`config.mk`:
```
export PLATFORM = sky130hd
export DESIGN_NAME = cla_stream_accumulator
export DESIGN_NICKNAME = d
export VERILOG_FILES = /design/src/rtl/cla_acc_pkg.sv /design/src/rtl/NBitCarryLookaheadAdder.sv /design/src/rtl/cla_stream_accumulator.sv
export SDC_FILE = /design/constraint.sdc
export NUM_CORES = 1
export LEC_CHECK = 0
export CORE_UTILIZATION = 37
export DETAILED_ROUTE_END_ITERATION = 10
export PLACE_DENSITY = 0.75
export SLEW_MARGIN = 5
export SYNTH_ARGS = -nofsm -noshare
export SYNTH_HDL_FRONTEND = slang
export SYNTH_SLANG_ARGS = --single-unit
```
`constraint.sdc`:
```
create_clock -name clk -period 8.26 [get_ports clk]
set_clock_uncertainty 0.2 [all_clocks]
set_input_delay 2.478 -clock clk [delete_from_list [all_inputs] [get_ports clk]]
set_output_delay 2.478 -clock clk [all_outputs]
set_load 0.02 [all_outputs]
```
`src/rtl/cla_acc_pkg.sv`:
```
// rtl/cla_acc_pkg.sv - shared types and helpers for the CLA stream accumulator
package cla_acc_pkg;

    typedef enum logic [1:0] {
        S_IDLE  = 2'd0,
        S_ACCUM = 2'd1,
        S_DONE  = 2'd2
    } acc_state_t;

    localparam int unsigned DEF_CNTW = 8;

    // All-ones value of a w-bit counter, the saturation ceiling.
    function automatic int unsigned cnt_max(input int unsigned w);
        return (32'd1 << w) - 32'd1;
    endfunction

    localparam int unsigned CNT_MAX = cnt_max(DEF_CNTW);

endpackage

```
`src/rtl/NBitCarryLookaheadAdder.sv`:
```
// rtl/NBitCarryLookaheadAdder.sv - NBIT adder built from NBITTOCELL-wide lookahead cells
module NBitCarryLookaheadAdder #(
    parameter int unsigned NBIT       = 16,
    parameter int unsigned NBITTOCELL = 4
) (
    input  logic [NBIT-1:0] a,
    input  logic [NBIT-1:0] b,
    input  logic            cin,
    output logic [NBIT-1:0] s,
    output logic            cout
);

    localparam int unsigned NCELL = NBIT / NBITTOCELL;

    logic [NBIT-1:0]  g;
    logic [NBIT-1:0]  p;
    logic [NBIT-1:0]  c;
    logic [NCELL:0]   gc;
    logic             carry;
    logic             prod;

    assign g = a & b;
    assign p = a ^ b;

    // Each carry inside a cell is a flat sum of products over the cell's
    // generate/propagate terms; cells are chained by their carry-out.
    always_comb begin
        c     = '0;
        gc    = '0;
        carry = 1'b0;
        prod  = 1'b0;
        gc[0] = cin;
        for (int k = 0; k < int'(NCELL); k++) begin
            for (int j = 0; j <= int'(NBITTOCELL); j++) begin
                prod = gc[k];
                for (int l = 0; l < j; l++) begin
                    prod = prod & p[k*NBITTOCELL + l];
                end
                carry = prod;
                for (int m = 0; m < j; m++) begin
                    prod = g[k*NBITTOCELL + m];
                    for (int l = m + 1; l < j; l++) begin
                        prod = prod & p[k*NBITTOCELL + l];
                    end
                    carry = carry | prod;
                end
                if (j == int'(NBITTOCELL)) begin
                    gc[k+1] = carry;
                end else begin
                    c[k*NBITTOCELL + j] = carry;
                end
            end
        end
    end

    assign s    = p ^ c;
    assign cout = gc[NCELL];

endmodule

```
`src/rtl/cla_stream_accumulator.sv`:
```
// rtl/cla_stream_accumulator.sv - framed stream accumulator around a carry lookahead adder
module cla_stream_accumulator
    import cla_acc_pkg::*;
#(
    parameter int unsigned NBIT       = 16,
    parameter int unsigned NBITTOCELL = 4,
    parameter int unsigned CNTW       = DEF_CNTW,
    parameter int unsigned MAXOPS     = 16
) (
    input  logic            clk,
    input  logic            rst,
    input  logic            in_valid,
    output logic            in_ready,
    input  logic [NBIT-1:0] in_data,
    input  logic            in_last,
    output logic            out_valid,
    input  logic            out_ready,
    output logic [NBIT-1:0] out_sum,
    output logic [CNTW-1:0] out_ovf_cnt,
    output logic [CNTW-1:0] out_count
);

    localparam logic [CNTW-1:0] SAT_MAX  = CNTW'(cnt_max(CNTW));
    localparam logic [CNTW-1:0] OPS_LAST = CNTW'(MAXOPS);

    acc_state_t      state;
    acc_state_t      state_nxt;
    logic [NBIT-1:0] acc;
    logic [NBIT-1:0] add_a;
    logic [NBIT-1:0] add_s;
    logic            add_cout;
    logic [CNTW-1:0] ovf;
    logic [CNTW-1:0] ovf_nxt;
    logic [CNTW-1:0] cnt;
    logic            beat;
    logic            frame_end;

    assign in_ready    = (state != S_DONE);
    assign out_valid   = (state == S_DONE);
    assign out_sum     = acc;
    assign out_ovf_cnt = ovf;
    assign out_count   = cnt;

    assign beat  = in_valid & in_ready;
    // A new frame starts from zero regardless of what acc still holds.
    assign add_a = (state == S_IDLE) ? '0 : acc;

    NBitCarryLookaheadAdder #(
        .NBIT       (NBIT),
        .NBITTOCELL (NBITTOCELL)
    ) u_cla (
        .a    (add_a),
        .b    (in_data),
        .cin  (1'b0),
        .s    (add_s),
        .cout (add_cout)
    );

    assign ovf_nxt   = (add_cout && (ovf != SAT_MAX)) ? ovf + CNTW'(1) : ovf;
    assign frame_end = in_last |
                       ((state == S_IDLE) ? (MAXOPS == 1)
                                          : ((cnt + CNTW'(1)) == OPS_LAST));

    always_comb begin
        state_nxt = state;
        case (state)
            S_IDLE, S_ACCUM: begin
                if (beat) begin
                    state_nxt = frame_end ? S_DONE : S_ACCUM;
                end
            end
            S_DONE: begin
                if (out_ready) begin
                    state_nxt = S_IDLE;
                end
            end
            default: state_nxt = S_IDLE;
        endcase
    end

    always_ff @(posedge clk) begin
        if (rst) begin
            state <= S_IDLE;
            acc   <= '0;
            ovf   <= '0;
            cnt   <= '0;
        end else begin
            state <= state_nxt;
            if (beat) begin
                acc <= add_s;
                ovf <= ovf_nxt;
                cnt <= (state == S_IDLE) ? CNTW'(1) : cnt + CNTW'(1);
            end else if ((state == S_DONE) && out_ready) begin
                acc <= '0;
                ovf <= '0;
                cnt <= '0;
            end
        end
    end

endmodule

```
## Word-level counts from Yosys, hierarchy flattened

Cells that the tools add are included.
Widths: inputs -> output; s select.

- Logic and storage cells: 111
- Register bits after elaboration: 34

- Equality and inequality tests: 8
- Bitwise logic cells: 77
- Add/subtract/negate cells: 2
- Muxes and demuxes: 13
- Reduce and logical (&&, ||, !) cells: 7

Operators with widths:

| operator | number |
|---|---|
| $mux 16 | 3 |
| $mux 8 | 5 |
| $and 1x1->1 | 37 |
| $or 1x1->1 | 37 |
| $xor 16x16->16 | 2 |
| $add 8x1->8 const B | 2 |
| $and 16x16->16 | 1 |
| $eq 8x5->1 const B | 1 |
| $ne 8x8->1 const B | 1 |
| $mux 2 | 3 |
| $ne 2x1->1 const B | 2 |
| $ne 2x2->1 const B | 2 |
| $pmux 2 s2 | 1 |
| $reduce_and 2->1 | 2 |
| $eq 2x1->1 const B | 1 |
| $eq 2x2->1 const B | 1 |
| $logic_and 1x1->1 | 2 |
| $logic_not 2->1 | 1 |
| $reduce_bool 2->1 | 1 |
| $reduce_or 2->1 | 1 |
| $mux 1 | 1 |

## Depth between registers and ports, before layout

Gate-level depths: netlist (run 1).

- Depth after elaboration: 36
- Mapped depth: 25

## Hierarchy

A second synthesis (run 1) with hierarchy kept.

- Cell total of the unflattened synthesis: 264
- Area total of the unflattened synthesis: 2339.7 sq um

Modules (own cells, without submodules):

| module | area each (sq um) | instances | cells an instance |
|---|---|---|---|
| cla_stream_accumulator | 1764.2 | 1 | 204 |
| NBitCarryLookaheadAdder | 575.6 | 1 | 60 |

## Worst setup path before layout (run 1)

Ideal clock, no wire load.

- Path type: in2reg
- Start point: in in_data[1]
- End point: reg ovf[4], in the netlist out_ovf_cnt[4]
- Setup time: 121 ps
- Path buffers: 0
- Path slack: 1702 ps
- Data arrival time: 6237 ps
- Cell stages on the path: 21
- Cells stage by stage: ha_1 -> ha_1 -> o21a_1 -> o21ai_0 -> nor2b_1 -> inv_1 -> ha_1 -> o21a_1 -> o21ai_0 -> nand2b_1 -> a21o_1 -> ha_1 -> o21a_1 -> o21ai_0 -> nand2_1 -> a21o_1 -> ha_1 -> o21a_1 -> o22ai_4 -> nor3_1 -> mux2_2

- Cells in the longest elaborated chain, start to end: 34
- Elaborated cells between the ends (all ways): 37

RTL lines:

| element | RTL line | text |
|---|---|---|
| start: declaration | cla_stream_accumulator.sv:14 | `input logic [NBIT-1:0] in_data,` |
| $xor 16x16->16 | NBitCarryLookaheadAdder.sv:23 | `assign p = a ^ b;` |
| $and 1x1->1 (3 in series) | NBitCarryLookaheadAdder.sv:43 | `prod = prod & p[k*NBITTOCELL + l];` |
| $or 1x1->1 * (3 in series) | NBitCarryLookaheadAdder.sv:45 | `carry = carry \| prod;` |
| $and 1x1->1 * (4 in series) | NBitCarryLookaheadAdder.sv:37 | `prod = prod & p[k*NBITTOCELL + l];` |
| $or 1x1->1 * (4 in series) | NBitCarryLookaheadAdder.sv:45 |  |
| $and 1x1->1 * (4 in series) | NBitCarryLookaheadAdder.sv:37 |  |
| $or 1x1->1 * (4 in series) | NBitCarryLookaheadAdder.sv:45 |  |
| $and 1x1->1 * (4 in series) | NBitCarryLookaheadAdder.sv:37 |  |
| $or 1x1->1 * (4 in series) | NBitCarryLookaheadAdder.sv:45 |  |
| $logic_and 1x1->1 * | cla_stream_accumulator.sv:59 | `assign ovf_nxt = (add_cout && (ovf != SAT_MAX)) ? ovf + CNTW'(1) : ovf;` |
| $ne 2x1->1 (no line) * | - |  |
| $reduce_and 2->1 (no line) * | - |  |
| end signal: assignment | cla_stream_accumulator.sv:91 | `ovf <= ovf_nxt;` |
| end: declaration | cla_stream_accumulator.sv:32 | `logic [CNTW-1:0] ovf;` |

Every way passes the cells marked *; elsewhere a longest branch is shown, timed or not.
A chain may end at the register's enable or synchronous reset.

## Final worst setup path (run 1)

- Start point: in in_data[1]
- End point: reg ovf[2], in the netlist out_ovf_cnt[2]

Same word-level chain as after synthesis.

==> metrics.cfg, run 1 <==
[worst_setup_path]
cp-end-kind=register
slowest_stage=clkdlybuf4s50_1
crit_chain=clkdlybuf4s50_1 > ha_1 > ha_1 > o21a_1 > o21ai_0 > nor2b_1 > inv_1 > ha_1 > o21a_1 > o21ai_0 > nand2b_1 > a21o_1 > ha_1 > o21a_1 > o21ai_0 > nand2_1 > a21o_1 > ha_1 > o21a_1 > o22ai_4 > o21ai_0 > a311oi_1
cp_max_fo=10
worstReg2RegEnd=out_ovf_cnt[2]$_SDFFE_PP0P_
crit_path_frequent_cell=ha_1
start_kind=input port
cp_slowest_stage_delay_ps=440
crit_type=input port to register
crit_family=compound AO/OA/AOI/OAI gates
reg2reg_slack_ps=2920
required_ps=8260
cp_num_buf_inv=2
worstReg2RegStart=state[0]$_SDFFE_PP0P_
ff2ff_path_depth=24
cp_data_arrival_time_ps=7160

[min_path]
hold_depth=1
min_path_type=register to register
worstHoldStart=out_count[7]$_SDFFE_PP0P_
min_to=out_count[7]$_SDFFE_PP0P_

[logic_synthesis]
synthFlopType=dfxtp_1
syn_nets=310
ys_warn_count=0
ys_async_sr_fraction_pct=0
synth.distinct_cells=53
synth_area_per_cell_um2=8.67
yosys-top-cells-area=dfxtp_1 (30%), ha_1 (12%), nor2_1 (4.1%), nor2b_1 (4.1%), fa_1 (3.5%)
syn_area_mm2=0.00228
synth-seq-cells=34
yosys.area.top_type_share_pct=29.8
yosysMostFrequentCell=dfxtp_1
synth_area_leader_cell=dfxtp_1
synth_common_cells=dfxtp_1 (34), nor2_1 (25), ha_1 (22)
synth_edf_count=0
yosysSeqAreaShare_pct=29.8
synthCells=263

[sta]
hold_violations=0
timing.setup.tns_ps=0
fin_crit_sh_pct=86.7
fmax_mhz=140
worst_pin_slew_ps=1090
finalCriticalPeriod_ps=7160
relSlewSlack_pct=27.2
rsz0062_at_grt=no
setup_viol=0
drv_slew=0

[placed_design]
io_buffers=54
place_area_mm2=0.00288
gp_congestion=0.826
dpl.hpwl_mm=4.12

[floorplan]
io_pins=55
core_mm2=0.00592
dieArea_mm2=0.00648
die_w_um=80.5
initial_utilization_pct=38.5
die_y_um=80.5
num_rows=28

[cts]
cts.sinks=34
numCtsBuffers=5
cts_resized=0
cts_tree=yes
clk_pin_slew_ps=70
clock_latency_ps=290
ctsHoldBuffers=0
cts_root_buf=clkbuf_8
cts_buffer_depth=2
cts_setup_buffers=0
cts_max_level=2

[pwr]
switchingPower_w=0.000112
comb_power_share_pct=23.2
p_leak_nw=1.17
pwr-share-clk_pct=30.3
seqPwrFrac_pct=46.5
power-per-cell-area_mw_per_mm2=130
ir_worst_vdd_mv=0.0721
p_int_w=0.000272
power_switching_share_pct=29.3

[global_route]
grt_pass1_vias=2039
grt_max_degree=42
grt_pass1_wl_mm=9.21
grt-ovfl-total=0
antenna_found_initial=0
grtUsageTotal_pct=18.7

[drt]
via_per_inst=5.66
route.vias.total=2208
routed_wl_mm=5.68
drtIter0Drc=121
drcViolationCount=0
drt-pass1-iter-count=4
wl_per_cell_um=14.6
antenna_left=0

[cells_and_area]
drive_gt1_share_pct=5.40
fin_area_mm2=0.00295
diodes=0
n_fill_cell=587
nNetsFinal=362
syn_to_final_growth_pct=29.4

[status]
status=complete, no violations

[flow_run]
cap_violations=0

sequential cells by signal, summed over array words and instances (netlist names):
register and flops:
out_count 8, out_ovf_cnt 8, out_sum 16, state 2
per-stage QoR:
step                      hold slack (ps)  setup WS [ps]  utilization [%]  instances  total power, W
after floorplan                       381           1700                -        263        0.000234
after global placement                288           1000             48.6        383        0.000270
after detailed placement              296            832             48.6        383        0.000271
after CTS                             313           1090             49.9        390        0.000388
after global routing                  357            646             49.9        390        0.000404
final                                 309           1100             49.9        390        0.000384
power groups by stage:
stage | Combinational (W) | Clock [W] | Sequential (W)
final | 0.0000890 | 0.000116 | 0.000179
after global routing | 0.0000974 | 0.000128 | 0.000179
after CTS | 0.0000897 | 0.000120 | 0.000178
after detailed placement | 0.0000892 | 0 | 0.000182
after global placement | 0.0000881 | 0 | 0.000182
after floorplan | 0.0000464 | 0 | 0.000188
cells by family after synthesis:
family          synth area share, %
mux                           0.933
simple gates                   23.9
fa+ha+maj                      15.6
buf+inv                        4.55
flops                          29.8
xor+xnor                       1.54
compound gates                 23.6
layer usage:
metal  GRT usage (%)  wire length (um)
met1            22.9              2570
met2            29.9              2620
met3            3.86               359
met4            11.4               130
met5               0                 0
cell type report:
class                           instances  area (um^2)  area share [%]
Inverter                               13         48.8            1.65
Timing Repair Buffer                   56          556            18.8
Sequential cell                        34          681            23.1
Clock buffer                            7         76.3            2.59
Tap cell                               75         93.8            3.18
Multi-Input combinational cell        205         1500            50.7
cell usage in the layout, fill, tap and decap left out, types with 2 or more instances in the layout:
master / count
clkdlybuf4s50_1: 54
dfxtp_1: 34
nor2_1: 25
ha_1: 22
nor2b_1: 15
o21ai_0: 12
inv_1: 12
nand2_1: 12
nand3_1: 10
a21oi_1: 8
or3_1: 8
a31oi_1: 8
a22oi_1: 7
o211ai_1: 7
o21a_1: 6
nand2b_1: 5
a32oi_1: 5
clkbuf_8: 5
nand3b_1: 4
fa_1: 4
xnor2_1: 3
nor3_1: 3
a2bb2oi_1: 3
or4_1: 3
and3_1: 3
a21o_1: 2
a2111o_1: 2
nor4_1: 2
o311ai_0: 2
a311oi_1: 2
and3b_1: 2
clkbuf_1: 2
buf_4: 2
worst max path at each step:
| stage | slack [ps] | cells after the start | endpoint | startpoint |
|---|---|---|---|---|
| 5_1_grt | 650 | 22 | out_ovf_cnt[2]$_SDFFE_PP0P_ | in_data[1] |
| 3_5_place_dp | 830 | 22 | out_ovf_cnt[2]$_SDFFE_PP0P_ | in_data[1] |
| 2_1_floorplan | 1700 | 21 | out_ovf_cnt[4]$_SDFFE_PP0P_ | in_data[1] |
| 3_3_place_gp | 1000 | 22 | out_ovf_cnt[2]$_SDFFE_PP0P_ | in_data[1] |
| 4_1_cts | 1090 | 22 | out_ovf_cnt[2]$_SDFFE_PP0P_ | in_data[1] |
| 6_report | 1100 | 22 | out_ovf_cnt[2]$_SDFFE_PP0P_ | in_data[1] |
Note: power is estimated with default switching activity, not from simulation.
==> run 2, diff against run 1 <==
Settings changed: MAX_ROUTING_LAYER set to met4.
==> results of run 2 <==
Same layout as run 1: the final DEF is identical, and so are final timing and power.
Among the figures that moved: final weighted congestion in routability-driven placement 0.826 -> 0.839; overall routing resource usage 18.7% -> 19.2%; violation count after the first detailed-route iteration 121 -> 122
==> run 3, diff against run 2 <==
Settings changed: CTS_BUF_LIST set to sky130_fd_sc_hd__clkbuf_4 sky130_fd_sc_hd__clkbuf_8 sky130_fd_sc_hd__clkbuf_16, RECOVER_POWER set to 25.
==> metrics.cfg, run 3 (same netlist as run 1, synthesis figures left out) <==
[floorplan]
dieArea_mm2=0.00648  ; unchanged
die_w_um=80.5  ; unchanged
initial_utilization_pct=38.5  ; unchanged
die_y_um=80.5  ; unchanged
core_mm2=0.00592  ; unchanged
io_pins=55  ; unchanged
num_rows=28  ; unchanged

[drt]
drcViolationCount=0  ; unchanged
antenna_left=0  ; unchanged
wl_met3_um=373  ; +3.9%
wl_met1_mm=2.49  ; -3.0%
drt-pass1-iter-count=4  ; unchanged
drtIter0Drc=143
routed_wl_mm=5.67  ; -0.25%
via_per_inst=5.61  ; -0.95%
wl_met2_mm=2.66  ; +1.2%
wl_per_cell_um=14.5  ; -0.25%
route.vias.total=2187  ; -0.95%
top_layer=met4

[sta]
fmax_mhz=139  ; -0.31%
whs_ps=309  ; +0.399 ps
relSlewSlack_pct=-18.3  ; -45 points
timing.setup.tns_ps=0  ; unchanged
setup_viol=0  ; unchanged
finalCriticalPeriod_ps=7180  ; +22.4 ps
worst_pin_slew_ps=1770  ; +688 ps
hold_violations=0  ; unchanged
drv_slew=42  ; +42
fin_crit_sh_pct=86.9  ; +0.27 points
rsz0062_at_grt=no

[global_route]
grt_pass1_vias=2036  ; -0.15%
grt-ovfl-total=0  ; unchanged
grtUsageTotal_pct=19.2
grt_max_degree=42  ; unchanged
grt_pass1_wl_mm=9.23  ; +0.15%
antenna_found_initial=0  ; unchanged

[pwr]
power-per-cell-area_mw_per_mm2=132  ; +1.1%
power_switching_share_pct=29.0  ; -0.29 points
comb_power_share_pct=22.3  ; -0.9 points
p_int_w=0.000276  ; +1.6%
ir_worst_vdd_mv=0.0713  ; -1.1%
pwr-share-clk_pct=31.8  ; +1.5 points
seqPwrFrac_pct=45.8  ; -0.7 points
p_leak_nw=1.21  ; +3.7%
total_power_w=0.000389  ; +1.2%
switchingPower_w=0.000113  ; +0.23%

[cells_and_area]
n_fill_cell=586  ; -0.17%
multi_input_area_mm2=0.00150  ; unchanged
drive_gt1_share_pct=5.71  ; +0.32 points
final_cell_mix=clkdlybuf4s50_1 (38), dfxtp_1 (34), nor2_1 (25)
instances_no_fill=390  ; unchanged
largest_register_ffs=16  ; unchanged
diodes=0  ; unchanged
fin_area_mm2=0.00296  ; +0.13%
final_common_cell=clkdlybuf4s50_1
syn_to_final_growth_pct=29.6
ff_latch_area_um2=681  ; unchanged
nNetsFinal=362  ; unchanged

[cts]
cts_resized=0  ; unchanged
cts_root_buf=clkbuf_8
cts_max_level=2  ; unchanged
cts_setup_buffers=0  ; unchanged
cts_buffer_depth=2  ; unchanged
cts_tree=yes
numCtsBuffers=5  ; unchanged
clock_latency_ps=290  ; about the same
clk_pin_slew_ps=70  ; about the same
ctsHoldBuffers=0  ; unchanged
cts.sinks=34  ; unchanged

[placed_design]
gp_congestion=0.839
dpl.hpwl_mm=4.12  ; unchanged
place_area_mm2=0.00288  ; unchanged
io_buffers=54  ; unchanged
dp_cells=383  ; unchanged

[status]
status=finished with violations
violations=capacitance limit, slew limit

[worst_setup_path]
cp_slowest_stage_delay_ps=440  ; about the same
slowest_stage=clkdlybuf4s50_1
required_ps=8240  ; -20 ps
crit_type=input port to register
cp_data_arrival_time_ps=7160  ; about the same
crit_path_frequent_cell=ha_1
cp-end-kind=register
crit_chain=clkdlybuf4s50_1 > ha_1 > ha_1 > o21a_1 > o21ai_0 > nor2b_1 > inv_1 > ha_1 > o21a_1 > o21ai_0 > nand2b_1 > a21o_1 > ha_1 > o21a_1 > o21ai_0 > nand2_1 > a21o_1 > ha_1 > o21a_1 > o22ai_4 > o21ai_0 > a311oi_1
cp_max_fo=10  ; unchanged
start_kind=input port

[flow_run]
cap_violations=1  ; +1

[min_path]
min_path_type=register to register

-- run 3: changes by cell type in the layout (fill, tap and decap cells not counted) --
cell	change
clkdlybuf4s50_1	-16
dlygate4sd3_1	+16
clkbuf_4	+2
buf_4	-1
clkbuf_1	-1
-- run 3: critical path, delay by kind of cell --
kind,cells,cell delay [ps]
AO/OA/AOI/OAI,12,2590
adder cells (fa/ha/maj),5,1080
buffers and inverters,2,510
AND/OR/NAND/NOR,3,500
-- run 3: metal layers --
layer,vias up,GRT usage (%)
li1,1085,-
met1,1013,22.9
met2,76,29.9
met3,13,3.86
met4,0,11.4
met5,-,-
-- run 3: power by group through the flow --
stage | sequential, W | combinational, W | clock, W
detailed placement | 0.000182 | 0.0000892 | 0
floorplan | 0.000188 | 0.0000464 | 0
global placement | 0.000182 | 0.0000881 | 0
finish | 0.000178 | 0.0000867 | 0.000124
CTS | 0.000178 | 0.0000896 | 0.000127
global route | 0.000179 | 0.0000951 | 0.000135
-- run 3: cell type report --
cell class	count	share of cell area [%]
multi-input combinational	205	50.6
sequential	34	23.0
timing repair buffer	56	18.7
tap	75	3.18
clock buffer	7	2.84
inverter	13	1.65
-- run 3: path summary, 6_finish.rpt --
kind,start,endpoint,slack (ps),cells after the start
hold / removal,out_count[7]$_SDFFE_PP0P_,out_count[7]$_SDFFE_PP0P_,310,1
setup reg to reg,state[0]$_SDFFE_PP0P_,out_ovf_cnt[2]$_SDFFE_PP0P_,2910,24
hold reg to reg,out_count[7]$_SDFFE_PP0P_,out_count[7]$_SDFFE_PP0P_,310,1
setup / recovery,in_data[1],out_ovf_cnt[2]$_SDFFE_PP0P_,1080,22
-- run 3: stage by stage --
step,utilization [%],setup WS (ps)
2_1_floorplan,-,1700
3_3_place_gp,48.6,1000
3_5_place_dp,48.6,832
4_1_cts,50.0,1100
5_1_grt,49.9,628
6_report,49.9,1080
==> patch 1, RTL diff (flow settings as in run 3) <==
The parameter `MAXOPS` goes from 16 to 12.
--- a/src/rtl/cla_stream_accumulator.sv
+++ b/src/rtl/cla_stream_accumulator.sv
@@ -6,5 +6,5 @@
     parameter int unsigned NBITTOCELL = 4,
     parameter int unsigned CNTW       = DEF_CNTW,
-    parameter int unsigned MAXOPS     = 16
+    parameter int unsigned MAXOPS     = 12
 ) (
     input  logic            clk,
Function: no difference found for any inputs over 10 cycles, from zero or initial values and one cycle with rst high; that may be too few to reach the edited logic, so the function may still have changed.
==> patch 1 against run 3 <==
  * The run still ends with max-capacitance violations, max-slew violations left
  * Non-clock buffer count unchanged
  * Synthesized cell count increased by 1.9%
  * Cell area up 2.1%
  * Cell count is 1.3% higher
  * Global-route usage decreased by 0.35 points
  * Synthesized area up 3.2%
  * Routed wire length is 3.5% higher
  * Count of clock-buffer cells in the layout down 1
  * Total power increased by 3.9%
  * Sequential cell count unchanged
  * Setup slack better by 0.076 ns
  * Critical path type unchanged
  * Largest power group unchanged
==> patch 1: results (changes against run 3) <==
| Metric | Value |
|---|---|
| Final Max Slew Viols | `42 (unchanged)` |
| Max_cap viols | `1 (unchanged)` |
| Status | `finished, violations left` |
| Final Wtd Congestion | `0.899 (+7.2%)` |
| DR iter-0 viols | `135 (-5.6%)` |
| CP arrival | `7.10 ns (-0.06 ns)` |
| Worst VDD drop | `91.2 uV (+28%)` |
| Nets | `366 (+1.1%)` |
| Reg-to-Reg End | `out_ovf_cnt[2]` |
| Distinct cells, synth | `57 (+7.5%)` |
| Worst Hold Path EP | `out_sum[4]` |
| Placement-stage cell area | `2930 um^2 (+1.8%)` |
| Overall routing resource usage | `0.189 (-0.00352)` |
| Post-CTS resize count | `0 (unchanged)` |
| Worst Hold Launch | `out_sum[4]` |
| First-pass GRT wire length | `9360 um (+1.5%)` |
| WL/cell | `14.8 um (+2.1%)` |
| Seq/Total Area, Yosys | `0.289 (-0.00920)` |
| Lkg Pwr | `1.24 nW (+2.5%)` |
| Top cells by count, synth | `34 x dfxtp_1, 24 x nor2_1, 22 x ha_1, 15 x nor2b_1, 14 x inv_1` |
| Filler Cells Inserted | `616 (+5.1%)` |
| Worst Max-Slew Pin Slew | `1.75 ns (-0.0260 ns)` |
| Failing checks | `max-capacitance violations, max-slew violations` |
| Largest stage delay on the critical path | `0.42 ns (-0.02 ns)` |
| Vias/cell | `5.64 (+0.54%)` |
| Die W | `81.8 um (+1.5%)` |
| Reg2reg setup slack | `2.93 ns (+0.02 ns)` |
| Main area contributors after synthesis | `dfxtp_1 29%, ha_1 12%, nor2b_1 4.0%, nor2_1 3.8%, fa_1 3.4%` |
| Setup TNS | `0 ns (unchanged)` |
| Syn Nets | `315 (+1.6%)` |
| Worst-Skew Late Latency | `0.30 ns` |
| Reg2Reg Depth | `23 (-4.2%)` |
| Vias in the first global route | `2053 (+0.83%)` |
| Top Family by Delay on Critical Path | `compound AO/OA/AOI/OAI gates` |
| Half-perimeter wire length after placement | `4140 um (+0.55%)` |
| Diodes inserted | `0 (unchanged)` |
| Cell depth of the worst min-delay path | `2 (+1)` |
| Fin crit period | `7.11 ns (-0.0763 ns)` |
| Share of cells above drive strength 1 | `0.0563 (-0.000893)` |
==> patch 1: how the worst max path moves through the flow <==
stage	from	end
after floorplan	in_data[1]	out_sum[14]
after global placement	in_data[1]	out_ovf_cnt[2]
after detailed placement	in_data[1]	out_ovf_cnt[2]
after CTS	in_data[1]	out_ovf_cnt[2]
after global routing	in_data[1]	out_ovf_cnt[2]
final	in_data[1]	out_ovf_cnt[2]
==> patch 1: kinds of logic (layout without fill, tap and decap cells) <==
group / count (synthesis) / after routing / synth area share
xor gates and xnor gates: 4 / 4 / 0.0149
buffers and inverters: 26 / 78 / 0.0548
and+or+nand+nor: 101 / 101 / 0.246
AOI/OAI and AO/OA: 76 / 76 / 0.239
muxes: 1 / 1 / 0.00478
DFF: 34 / 34 / 0.289
adders and majority gates: 26 / 26 / 0.151
==> patch 1: metrics by stage <==
stage	worst slack [ns]	total power, mW	std cells	utilization	hold slack, ns
after global routing	0.758	0.422	395	0.501	0.355
final	1.15	0.404	395	0.501	0.312
after detailed placement	0.867	0.274	387	0.486	0.303
after CTS	1.16	0.410	395	0.501	0.323
after floorplan	1.70	0.239	268	-	0.384
after global placement	0.985	0.273	387	0.486	0.290
==> patch 1: worst register-to-register path, stage by stage (launching register included) <==
cell and delay [ns]:
dfxtp_1 0.41, nor2_1 0.32, nor2b_1 0.11, ha_1 0.29
ha_1 0.18, o21a_1 0.18, o21ai_0 0.19, nor2b_1 0.24
inv_1 0.07, ha_1 0.19, o21a_1 0.17, o21ai_0 0.25
nand2b_1 0.14, a21o_1 0.20, ha_1 0.19, o21a_1 0.17
o21ai_0 0.28, nand2_1 0.12, a21o_1 0.22, ha_1 0.20
o21a_1 0.24, o22ai_4 0.24, o21ai_0 0.18, a311oi_1 0.26
==> patch 1: power by group <==
group | switching [mW] | internal (mW) | leakage (nW) | total (mW)
sequential | 0.00665 | 0.171 | 0.277 | 0.178
combinational | 0.0482 | 0.0417 | 0.920 | 0.0899
clock | 0.0687 | 0.0671 | 0.0472 | 0.136
==> patch 1: layout make-up <==
cell class                      count  area share
Clock inverter                      2     0.00415
Inverter                           14      0.0174
Sequential cell                    34       0.226
Multi-Input combinational cell    208       0.512
Clock buffer                        6      0.0274
Tap cell                           75      0.0311
Timing Repair Buffer               56       0.183
==> patch 1: routing by layer <==
layer | wire [um] | GRT usage
met5 | 0 | -
met4 | 104 | 0.0895
met3 | 419 | 0.0333
met2 | 2830 | 0.306
met1 | 2510 | 0.226
==> patch 2, RTL diff (config.mk and constraints of run 3) <==
Made on the original files. Re-encode `acc_state_t` (3 states) as one-hot, 3 bits wide.
--- a/src/rtl/cla_acc_pkg.sv
+++ b/src/rtl/cla_acc_pkg.sv
@@ -2,8 +2,8 @@
 package cla_acc_pkg;
 
-    typedef enum logic [1:0] {
-        S_IDLE  = 2'd0,
-        S_ACCUM = 2'd1,
-        S_DONE  = 2'd2
+    typedef enum logic [2:0] {
+        S_IDLE  = 3'b001,
+        S_ACCUM = 3'b010,
+        S_DONE  = 3'b100
     } acc_state_t;
 
Check against the original RTL: no difference found for any inputs over 10 cycles, from zero or initial values and one cycle with rst high; not proved beyond that.
==> patch 2 against run 3 <==
  * The flow still finishes with violations (max-capacitance violations, max-slew violations)
  * Setup slack lost 0.23 ns
  * Die area grew 6.4%
  * Routed wire length grew 3.7%
  * Sequential cell count up 1
  * Cell area grew 3.6%
  * First-iteration DRC count stayed put
  * Synthesized area increased by 6.6%
  * Total power up 3.8%
  * Cell count up 2.8%
  * Critical path type unchanged
  * Critical endpoint is now out_ovf_cnt[5]
  * Largest cell class unchanged
  * Largest power group unchanged
==> patch 2: results (changes against run 3) <==
| Metric | Value |
|---|---|
| Max_cap viols | `1 (unchanged)` |
| Final Wtd Congestion | `0.866 (+3.3%)` |
| Met2 Usage GRT | `0.297 (-0.00258)` |
| Failing checks | `max-capacitance violations, max-slew violations` |
| Top cells by count, synth | `35 x dfxtp_1, 22 x ha_1, 21 x nor2_1, 15 x and2_1` |
| Share of cells above drive strength 1 | `0.0494 (-0.00776)` |
| Seq/Total Area, Yosys | `0.288 (-0.0102)` |
| Synth top area share | `0.288 (-0.0102)` |
| Worst Max-Slew Pin Slew | `1.59 ns (-0.183 ns)` |
| Main area contributors after synthesis | `dfxtp_1 29%, ha_1 11%, and2_1 3.9%, fa_1 3.3%, nor2_1 3.2%` |
| Worst VDD drop | `87.4 uV (+23%)` |
| Half-perimeter wire length after placement | `4110 um (-0.27%)` |
| CP arrival | `7.31 ns (+0.15 ns)` |
| Met3 usage | `0.0457 (+0.00709)` |
| Vias/cell | `5.69 (+1.5%)` |
| Status | `finished, violations left` |
| Distinct cells, synth | `59 (+11%)` |
| Pin count of the biggest net entering global routing | `37 (-12%)` |
| Final Max Slew Viols | `37 (-12%)` |
| Syn Nets | `323 (+4.2%)` |
| Net Sw Frac | `0.297 (+0.00750)` |
| Met1 Usage GRT | `0.222 (-0.00768)` |
| WL/cell | `14.7 um (+0.84%)` |
| Dpl ws | `0.675 ns (-0.156 ns)` |
| DRT Pass-1 Iters | `5 (+1)` |
| Nets | `372 (+2.8%)` |
-- patch 2: path summary, 6_finish.rpt --
path | end | cells past startpoint | start | slack (ns)
max | out_ovf_cnt[5] | 22 | in_data[1] | 0.85
min | out_sum[11] | 2 | out_sum[11] | 0.31
max reg2reg | out_ovf_cnt[5] | 23 | state[0] | 2.17
min reg2reg | out_sum[11] | 2 | out_sum[11] | 0.31
-- patch 2: cell type report --
class                           instances  area, um^2
Clock buffer                            6        76.3
Fill cell                             614        3290
Timing Repair Buffer                   56         552
Multi-Input combinational cell        213        1570
Sequential cell                        35         701
Tap cell                               77        96.3
Inverter                               14        65.1
-- patch 2: power by group through the flow --
stage / Clock, mW / Sequential, mW / Combinational, mW
floorplan: 0 / 0.196 / 0.0566
global placement: 0 / 0.188 / 0.100
detailed placement: 0 / 0.188 / 0.102
CTS: 0.123 / 0.184 / 0.103
global route: 0.130 / 0.185 / 0.110
finish: 0.119 / 0.184 / 0.100
-- patch 2: cells by family after synthesis --
family / share of synthesized area
AOI/OAI and AO/OA: 0.219
xor gates and xnor gates: 0.0144
adders and majority gates: 0.146
buffers and inverters: 0.0654
DFF: 0.288
muxes: 0.00978
and+or+nand+nor: 0.257
-- patch 2: metrics by stage --
stage	instances	instance area, um^2	util	power, mW	hold WS, ns
floorplan	276	2430	-	0.252	0.287
global placement	395	2990	0.471	0.288	0.294
detailed placement	395	2990	0.471	0.289	0.304
CTS	401	3070	0.483	0.410	0.319
global route	401	3060	0.482	0.425	0.336
finish	401	3060	0.482	0.403	0.311
-- patch 2: layer usage --
layer / wire (um) / part of all wire
met4: 110 / 0.019
met5: 0 / 0
met3: 313 / 0.053
met1: 2690 / 0.46
met2: 2760 / 0.47
-- patch 2: worst max-delay path, stage by stage --
cell and delay (ns):
clkdlybuf4s50_1 0.43, ha_1 0.30, ha_1 0.18, o21a_1 0.19, o21ai_0 0.21, nor2b_1 0.25
inv_1 0.07, ha_1 0.19, o21a_1 0.17, o21ai_0 0.31, nand2b_1 0.12, a21o_1 0.20
ha_1 0.19, o21a_1 0.18, o21ai_0 0.29, nand2_1 0.12, a21o_1 0.22, ha_1 0.20
o21a_1 0.21, or4_1 0.50, a41oi_1 0.23, a311oi_1 0.07
